File: config.mk
export PLATFORM = sky130hd
export DESIGN_NAME = mem_uart_dump
export DESIGN_NICKNAME = d
export VERILOG_FILES = /design/src/rtl/mem_uart_pkg.sv /design/src/rtl/sw_rise_detect.sv /design/src/rtl/mem_uart_dump.sv
export SDC_FILE = /design/constraint.sdc
export NUM_CORES = 1
export LEC_CHECK = 0
export CAP_MARGIN = 20
export CORE_UTILIZATION = 35
export DETAILED_ROUTE_END_ITERATION = 16
export DONT_BUFFER_PORTS = 1
export MAX_ROUTING_LAYER = met4
export PLACE_DENSITY = 0.59
export SYNTH_ARGS = -nofsm -noshare
export SYNTH_HDL_FRONTEND = slang
export SYNTH_HIERARCHICAL = 1
export SYNTH_SLANG_ARGS = --single-unit
File: constraint.sdc
create_clock -name clk -period 2.1 [get_ports clk]
set_input_delay 0.21 -clock clk [delete_from_list [all_inputs] [get_ports clk]]
set_output_delay 0.21 -clock clk [all_outputs]
set_load 0.02 [all_outputs]
File: src/rtl/mem_uart_pkg.sv
// Shared types and constants for the memory <-> UART controllers.
// Defining MEM_UART_DUMP_CRLF_EN adds the CR/LF trailer states to the dump FSM.
package mem_uart_pkg;

   localparam int         DEFAULT_DEPTH = 4;
   localparam logic [7:0] ASCII_CR      = 8'h0D;
   localparam logic [7:0] ASCII_LF      = 8'h0A;

   typedef enum logic [3:0] {
      S_IDLE,
      S_ADDR,
      S_RDWAIT,
      S_SEND,
      S_HOLD,
      S_WAIT,
      S_NEXT,
`ifdef MEM_UART_DUMP_CRLF_EN
      S_CR,
      S_LF,
`endif
      S_FIN
   } dump_state_t;

   // Which byte the shared HOLD/WAIT handshake is currently finishing.
   typedef enum logic [1:0] {
      PH_DATA,
      PH_CR,
      PH_LF
   } dump_phase_t;

endpackage

File: src/rtl/sw_rise_detect.sv
// Rising-edge pulse from an already synchronized, debounced push switch.
// The previous level is registered; the pulse is high for the cycle where the switch first reads 1.
module sw_rise_detect (
   input  logic clk,
   input  logic n_rst,
   input  logic i_sw,
   output logic o_rise
);

   logic r_sw_prev;

   // NOTE: flops use non-blocking assignments with an async active-low reset.
   always_ff @(posedge clk or negedge n_rst) begin
      if (!n_rst) r_sw_prev <= 1'b0;
      else        r_sw_prev <= i_sw;
   end

   assign o_rise = i_sw & ~r_sw_prev;

endmodule

File: src/rtl/mem_uart_dump.sv
// Memory-to-UART dump: on a switch press, sends every valid memory byte to the UART TX.
// Defining MEM_UART_DUMP_CRLF_EN appends CR, LF after the data bytes.
module mem_uart_dump
   import mem_uart_pkg::*;
#(
   parameter int D_WIDTH = 8,
   parameter int A_WIDTH = 3,
   parameter int DEPTH   = DEFAULT_DEPTH
) (
   input  logic               clk,
   input  logic               n_rst,
   input  logic               push_sw,
   input  logic [A_WIDTH-1:0] wr_count,
   output logic [A_WIDTH-1:0] raddr,
   input  logic [D_WIDTH-1:0] rdata,
   output logic               tx_start,
   output logic [7:0]         tx_data,
   input  logic               tx_busy,
   output logic               busy,
   output logic               done
);

   dump_state_t        r_state, w_state_next;
   logic [A_WIDTH-1:0] r_idx, w_idx_next;
   logic [A_WIDTH-1:0] r_cnt, w_cnt_next, w_cnt_sat;
   logic [A_WIDTH-1:0] r_raddr;
   logic [7:0]         r_tx_data, w_tx_byte;
   logic               r_tx_start, r_busy, r_done;
   logic               w_rise, w_tx_load;
`ifdef MEM_UART_DUMP_CRLF_EN
   dump_phase_t        r_phase;
`endif

   sw_rise_detect u_sw_rise (
      .clk    (clk),
      .n_rst  (n_rst),
      .i_sw   (push_sw),
      .o_rise (w_rise)
   );

   assign w_cnt_sat = (wr_count > A_WIDTH'(DEPTH)) ? A_WIDTH'(DEPTH) : wr_count;

   always_comb begin
      // NOTE: every combinational output is defaulted first so no path infers a latch.
      w_state_next = r_state;
      w_idx_next   = r_idx;
      w_cnt_next   = r_cnt;
      case (r_state)
         S_IDLE: begin
            if (w_rise) begin
               w_cnt_next = w_cnt_sat;
               if (w_cnt_sat != '0) w_state_next = S_ADDR;
               else
`ifdef MEM_UART_DUMP_CRLF_EN
                  w_state_next = S_CR;
`else
                  w_state_next = S_FIN;
`endif
            end
         end
         S_ADDR:   w_state_next = S_RDWAIT;
         S_RDWAIT: w_state_next = S_SEND;
         S_SEND:   w_state_next = S_HOLD;
         S_HOLD:   w_state_next = S_WAIT;
         S_WAIT: begin
            if (!tx_busy) begin
`ifdef MEM_UART_DUMP_CRLF_EN
               case (r_phase)
                  PH_CR:   w_state_next = S_LF;
                  PH_LF:   w_state_next = S_FIN;
                  default: w_state_next = S_NEXT;
               endcase
`else
               w_state_next = S_NEXT;
`endif
            end
         end
         S_NEXT: begin
            if (r_idx == r_cnt - A_WIDTH'(1)) begin
`ifdef MEM_UART_DUMP_CRLF_EN
               w_state_next = S_CR;
`else
               w_state_next = S_FIN;
`endif
            end else begin
               w_idx_next   = r_idx + A_WIDTH'(1);
               w_state_next = S_ADDR;
            end
         end
`ifdef MEM_UART_DUMP_CRLF_EN
         S_CR:     w_state_next = S_HOLD;
         S_LF:     w_state_next = S_HOLD;
`endif
         S_FIN: begin
            w_idx_next   = '0;
            w_state_next = S_IDLE;
         end
         default:  w_state_next = S_IDLE;
      endcase
   end

   // Outputs are registered from the next state so each lines up with the state it belongs to.
   always_comb begin
      w_tx_load = 1'b0;
      w_tx_byte = rdata[7:0];
      case (w_state_next)
         S_SEND: w_tx_load = 1'b1;
`ifdef MEM_UART_DUMP_CRLF_EN
         S_CR: begin
            w_tx_load = 1'b1;
            w_tx_byte = ASCII_CR;
         end
         S_LF: begin
            w_tx_load = 1'b1;
            w_tx_byte = ASCII_LF;
         end
`endif
         default: w_tx_load = 1'b0;
      endcase
   end

   always_ff @(posedge clk or negedge n_rst) begin
      if (!n_rst) begin
         r_state    <= S_IDLE;
         r_idx      <= '0;
         r_cnt      <= '0;
         r_raddr    <= '0;
         r_tx_data  <= 8'h00;
         r_tx_start <= 1'b0;
         r_busy     <= 1'b0;
         r_done     <= 1'b0;
`ifdef MEM_UART_DUMP_CRLF_EN
         r_phase    <= PH_DATA;
`endif
      end else begin
         r_state    <= w_state_next;
         r_idx      <= w_idx_next;
         r_cnt      <= w_cnt_next;
         r_tx_start <= w_tx_load;
         r_busy     <= (w_state_next != S_IDLE);
         r_done     <= (w_state_next == S_FIN);
         if (w_state_next == S_ADDR) r_raddr   <= w_idx_next;
         if (w_tx_load)              r_tx_data <= w_tx_byte;
`ifdef MEM_UART_DUMP_CRLF_EN
         if (w_state_next == S_SEND)    r_phase <= PH_DATA;
         else if (w_state_next == S_CR) r_phase <= PH_CR;
         else if (w_state_next == S_LF) r_phase <= PH_LF;
`endif
      end
   end

   assign raddr    = r_raddr;
   assign tx_start = r_tx_start;
   assign tx_data  = r_tx_data;
   assign busy     = r_busy;
   assign done     = r_done;

endmodule

==> qor.json, run 1 <==
{
  "status": "finished, final reports clean",
  "power_density_nw_per_um2": 1050,
  "finalHoldViolations": 0,
  "initial_antenna_violation_count": 0,
  "core_area_sq_um": 3420,
  "synth_seq_area_share_pct": 49.3,
  "die_w_um": 62.2,
  "clkSlewWorstSetupHoldPaths_ns": 0.14,
  "gr-total-overflow": 0,
  "postCtsSetupBuffers": 0,
  "route.detailed.vias_per_inst": 4.97,
  "synth_top_area_share_pct": 49.3,
  "synth-edff-count": 0,
  "grtUsageTotal_pct": 13.3,
  "finalHoldWorstSlack_ns": 0.0334,
  "setup_viol": 0,
  "holdCritStartpoint": "rdata[6]",
  "drc": 0,
  "maxCapViolCount": 0,
  "synth.largest_area_cell": "sky130_fd_sc_hd__dfrtp_1",
  "wire_per_inst_um": 14.4,
  "end_kind": "flip-flop",
  "die_h_um": 62.2,
  "layout.nets": 126,
  "n_antenna_cell": 0,
  "number_of_max_slew_violations_in_the_final_report": 0,
  "post_synth_instance_area_sq_um": 1270,
  "num_vias": 765,
  "via_count_of_the_first_global_routing_pass": 826,
  "cts-htree-levels": 1,
  "clkSinkCount": 25,
  "floorplan.initialDensity_pct": 37.1,
  "path_class": "reg -> reg",
  "fin_crit_ns": 1.96,
  "drt_first_iter_violations": 24,
  "worstPathMaxFanout": 4,
  "final_worst_path_period_share_pct": 93.3,
  "maxClockFrequency_mhz": 510,
  "rsz_0062_raised_after_global_routing": "no",
  "grt_max_degree": 26,
  "leak_nw": 0.644,
  "postSynthNetCount": 114,
  "cts.root.buffer_cell": "sky130_fd_sc_hd__clkbuf_4",
  "hold_end": "tx_data[6]",
  "maxSlewHeadroom_pct": 61.4,
  "whs_path_depth": 1,
  "number_of_instances_in_the_synthesized_netlist": 97,
  "cts_made_buffers": 3,
  "timing.setup.tns_ns": 0,
  "yosys_warnings": 6,
  "io_pins": 29,
  "insertion_delay_ns": 0.32,
  "yosysMostFrequentCell": "sky130_fd_sc_hd__dfrtp_1",
  "ys_ff_latch": 25,
  "tritoncts": "built",
  "reg2reg_slack_ns": 0.14,
  "timing.critical_path.from_type": "flip-flop",
  "tightest_slew_ns": 0.577,
  "buffer_ports.inserted": 0,
  "reg2reg_to": "raddr[2]",
  "route.antenna.remaining_nets": 0,
  "place.gp.congestion": 0.794,
  "drive_above_1_share_pct": 30.6,
  "async_reset_ff_share_pct": 100,
  "ys_top_cells_by_area": "sky130_fd_sc_hd__dfrtp_1, sky130_fd_sc_hd__mux2_2, sky130_fd_sc_hd__mux2_4, sky130_fd_sc_hd__mux2i_1, sky130_fd_sc_hd__a2111oi_4",
  "min_path_type": "in -> reg",
  "synth_top_flop_cell": "sky130_fd_sc_hd__dfrtp_1",
  "ys_types": 37,
  "syn-mean-instance-area_sq_um": 13.1,
  "worst_r2r_startpoint": "r_cnt[0]",
  "cts-root-to-sink-buffers": 2,
  "postRouteWirelength_um": 2210,
  "fp-row-count": 21,
  "firstDrtPassIters": 3,
  "worst-endpoint-arrival_ns": 2.18,
  "timing.clock.skew_ns": 0.00397,
  "die_area_sq_um": 3870,
  "synth.top_cells.by_count": "sky130_fd_sc_hd__dfrtp_1, sky130_fd_sc_hd__mux2_2, sky130_fd_sc_hd__nand2_1",
  "r2r_cells": 7,
  "hpwl_um": 1650,
  "area.growth.synth_to_final_pct": 12.2,
  "grt_first_pass_wirelength_um": 3900,
  "worst_ir_drop_vdd_mv": 0.621,
  "crit_required_ns": 2.32
}
critical path, stage by stage (launching register included):
cell,delay (ns)
sky130_fd_sc_hd__dfrtp_1,0.42
sky130_fd_sc_hd__inv_1,0.07
sky130_fd_sc_hd__ha_1,0.19
sky130_fd_sc_hd__xnor3_1,0.27
sky130_fd_sc_hd__nand4_2,0.13
sky130_fd_sc_hd__nand3_2,0.09
sky130_fd_sc_hd__and4b_4,0.39
sky130_fd_sc_hd__mux2_4,0.31
cells by family (layout without fill, tap and decap cells):
logic type	count (synthesis)	after routing	share of synthesized area [%]
DFF	25	25	49.3
and+or+nand+nor	33	33	19.6
xor gates and xnor gates	4	4	3.85
adders and majority gates	2	2	1.97
muxes	15	15	13.9
other	1	1	0.296
AOI/OAI and AO/OA	10	10	6.21
buffers and inverters	7	18	4.83
cell usage in the layout, fill, tap and decap left out, types with 3 or more instances in the layout:
cell / n
sky130_fd_sc_hd__o21ai_0: 4
sky130_fd_sc_hd__mux2i_1: 3
sky130_fd_sc_hd__dlygate4sd3_1: 6
sky130_fd_sc_hd__dfrtp_1: 25
sky130_fd_sc_hd__nand2_1: 7
sky130_fd_sc_hd__buf_4: 4
sky130_fd_sc_hd__clkbuf_4: 3
sky130_fd_sc_hd__nor2_1: 3
sky130_fd_sc_hd__mux2_2: 9
sky130_fd_sc_hd__inv_1: 3
sky130_fd_sc_hd__mux2_4: 3
sky130_fd_sc_hd__nand2b_1: 3
metrics by stage:
step	cell area, sq um	utilization [%]	setup WS [ns]	std cells	power (mW)
floorplan	1270	-	0.283	97	1.18
global placement	1310	38.2	0.219	143	1.24
detailed placement	1310	38.2	0.140	143	1.26
CTS	1380	40.3	0.120	150	1.50
global route	1420	41.7	0.0432	154	1.59
finish	1420	41.7	0.141	154	1.49
timing repair:
item                       CTS  global route
resized for setup            0             1
hold buffers                 3             4
setup endpoints to repair    0             1
hold endpoints to repair    26             4
metal layers:
metal,share of wire [%],GRT usage (%),up-vias
li1,-,-,371
met1,43,15.7,367
met2,49,21.6,25
met3,7.2,4.60,2
met4,0.68,3.78,0
met5,0,-,-
state kept, by name (all words and copies together) (netlist names), 3 cells and up:
signal / cells
tx_data: 8
r_state: 4
r_cnt: 3
r_idx: 3
raddr: 3
cell type report:
| class | instances | area [sq um] |
|---|---|---|
| tap | 46 | 57.6 |
| clock inverter | 1 | 7.51 |
| inverter | 3 | 11.3 |
| multi-input combinational | 65 | 589 |
| fill | 339 | 1990 |
| timing repair buffer | 11 | 110 |
| clock buffer | 3 | 22.5 |
| sequential | 25 | 626 |
how the worst max path moves through the flow:
| stage | startpoint | endpoint | cells past startpoint |
|---|---|---|---|
| finish | r_cnt[0] | raddr[2] | 7 |
| global route | r_cnt[0] | raddr[2] | 7 |
| CTS | r_cnt[0] | raddr[2] | 7 |
| detailed placement | r_cnt[0] | raddr[2] | 7 |
| global placement | r_cnt[0] | raddr[2] | 7 |
| floorplan | r_cnt[0] | raddr[0] | 7 |
where the power goes:
part           switching (mW)  total [mW]  internal (mW)
registers               0.253       0.872          0.620
logic                   0.179       0.404          0.226
clock network           0.144       0.217         0.0727
total                   0.575        1.49          0.918
Note: power is estimated with default switching activity, not from simulation.
==> inputs of run 2 (changes only) <==
clock period = 2.05 ns   (was 2.1 ns; I/O delays follow)
==> qor.json, run 2 (same netlist as run 1, synthesis figures left out) <==
{
  "final_cell_mix": "sky130_fd_sc_hd__dfrtp_1, sky130_fd_sc_hd__mux2_2, sky130_fd_sc_hd__dlygate4sd3_1, sky130_fd_sc_hd__nand2_1, sky130_fd_sc_hd__buf_4",
  "firstDrtPassIters": 3,
  "status": "finished, final reports clean",
  "clkSlewWorstSetupHoldPaths_ns": 0.14,
  "hpwl_um": 1650,
  "die_h_um": 62.2,
  "worst_r2r_startpoint": "r_cnt[0]",
  "worst_slack_placed_ns": 0.0905,
  "whs_path_depth": 1,
  "rsz_0062_raised_after_global_routing": "no",
  "path_class": "reg -> reg",
  "insertion_delay_ns": 0.32,
  "setup_crit_end": "raddr[2]",
  "place.gp.congestion": 0.794,
  "flip_flop_count_of_the_largest_register_all_copies_and_words_added": 8,
  "timing.critical_path.from_type": "flip-flop",
  "grt_max_degree": 26,
  "cts-root-to-sink-buffers": 2,
  "die_w_um": 62.2,
  "drc": 0,
  "timing.setup.tns_ns": 0,
  "layout.nets": 130,
  "worst-endpoint-arrival_ns": 2.17,
  "postRouteWirelength_um": 2280,
  "critical_path.max_stage_delay_ns": 0.42,
  "power_density_nw_per_um2": 1060,
  "timing.clock.skew_ns": 0.00360,
  "cts.root.buffer_cell": "sky130_fd_sc_hd__clkbuf_4",
  "core_area_sq_um": 3420,
  "clkSinkCount": 25,
  "maxCapViolCount": 0,
  "min_path_type": "in -> reg",
  "tightest_slew_ns": 0.581,
  "route.antenna.remaining_nets": 0,
  "worstPathMaxFanout": 4,
  "postLayoutSetupSlackWorst_ns": 0.0995,
  "end_kind": "flip-flop",
  "crit_required_ns": 2.27,
  "maxSlewHeadroom_pct": 61.1,
  "buffer_ports.inserted": 0,
  "area.growth.synth_to_final_pct": 15.2,
  "die_area_sq_um": 3870,
  "reg2reg_slack_ns": 0.1,
  "gr-total-overflow": 0,
  "path_cells": "inv_1 > ha_1 > xnor3_1 > nand4_2 > nand3_2 > and4b_4 > mux2_4",
  "cts_made_buffers": 3,
  "io_pins": 29,
  "drt_first_iter_violations": 26,
  "crit_slowest_cell": "sky130_fd_sc_hd__dfrtp_1",
  "num_vias": 782,
  "post-route-cell-area_sq_um": 1460,
  "fp-row-count": 21,
  "fin_crit_ns": 1.95,
  "n_antenna_cell": 0,
  "reg2reg_to": "raddr[2]",
  "via_count_of_the_first_global_routing_pass": 826,
  "drive_above_1_share_pct": 30.4,
  "number_of_max_slew_violations_in_the_final_report": 0,
  "r2r_cells": 7,
  "layout_commonest_cell": "sky130_fd_sc_hd__dfrtp_1",
  "grt_first_pass_wirelength_um": 3900,
  "setup_viol": 0,
  "final_worst_path_period_share_pct": 95.1,
  "wire_per_inst_um": 14.4,
  "route.detailed.vias_per_inst": 4.95,
  "worst_ir_drop_vdd_mv": 0.637,
  "floorplan.initialDensity_pct": 37.1,
  "leak_nw": 0.662,
  "tritoncts": "built",
  "maxClockFrequency_mhz": 513,
  "post_dp_cell_area_sq_um": 1310,
  "grtUsageTotal_pct": 13.3,
  "critPathLaunch": "r_cnt[0]",
  "finalHoldViolations": 0,
  "cts-htree-levels": 1,
  "initial_antenna_violation_count": 0
}
run 2: cell types whose count changed in the layout (fill, tap and decap cells not counted):
cell,change
sky130_fd_sc_hd__buf_4,+1
sky130_fd_sc_hd__dlygate4sd3_1,+3
run 2: stage by stage:
step / hold WS [ns] / utilization, % / total power, mW / cells
2_1_floorplan: -0.0906 / - / 1.21 / 97
3_3_place_gp: -0.0899 / 38.2 / 1.27 / 143
3_5_place_dp: -0.0899 / 38.2 / 1.29 / 143
4_1_cts: 0.0125 / 40.3 / 1.53 / 150
5_1_grt: 0.00240 / 42.8 / 1.64 / 158
6_report: 0.0291 / 42.8 / 1.54 / 158
run 2: layer usage:
metal  track usage (%)  routed length [um]  vias up  part of all wire [%]
met5                 -                   0        -                     0
met1              15.7                 964      377                    42
li1                  -                   -      378                     -
met4              3.78                  15        0                  0.66
met2              21.6                1150       25                    50
met3              4.60                 148        2                   6.5
run 2: how the worst min path moves through the flow:
stage                            from          to  slack [ns]
after floorplan                 n_rst        busy       -0.09
after global placement          n_rst    r_cnt[1]       -0.09
after detailed placement        n_rst    r_cnt[1]       -0.09
after CTS                    rdata[6]  tx_data[6]        0.01
after global routing         rdata[1]  tx_data[1]       0.002
final                     wr_count[2]    r_cnt[2]        0.03
run 2: area by class of cell:
cell class                 instances  area [sq um]
fill                             339          1950
sequential                        25           626
multi-input combinational         65           589
timing repair buffer              15           148
tap                               46          57.6
clock buffer                       3          22.5
inverter                           3          11.3
clock inverter                     1          7.51
run 2: where the power goes:
part / switching, mW / internal (mW)
registers: 0.259 / 0.635
logic: 0.186 / 0.240
clock network: 0.148 / 0.0745
run 2: critical path, delay by kind of cell (launching register included):
kind	cells	cell delay [ns]
muxes	1	0.31
adders and majority gates	1	0.19
xor gates and xnor gates	1	0.27
DFF	1	0.42
and+or+nand+nor	3	0.61
buffers and inverters	1	0.06
run 2: timing repair:
| item | 4_1_cts | 5_1_grt |
|---|---|---|
| setup endpoints to repair | 0 | 3 |
| gates resized for setup | 0 | 1 |
| hold endpoints to repair | 26 | 7 |
| setup buffers | 0 | 1 |
| hold buffers | 3 | 7 |
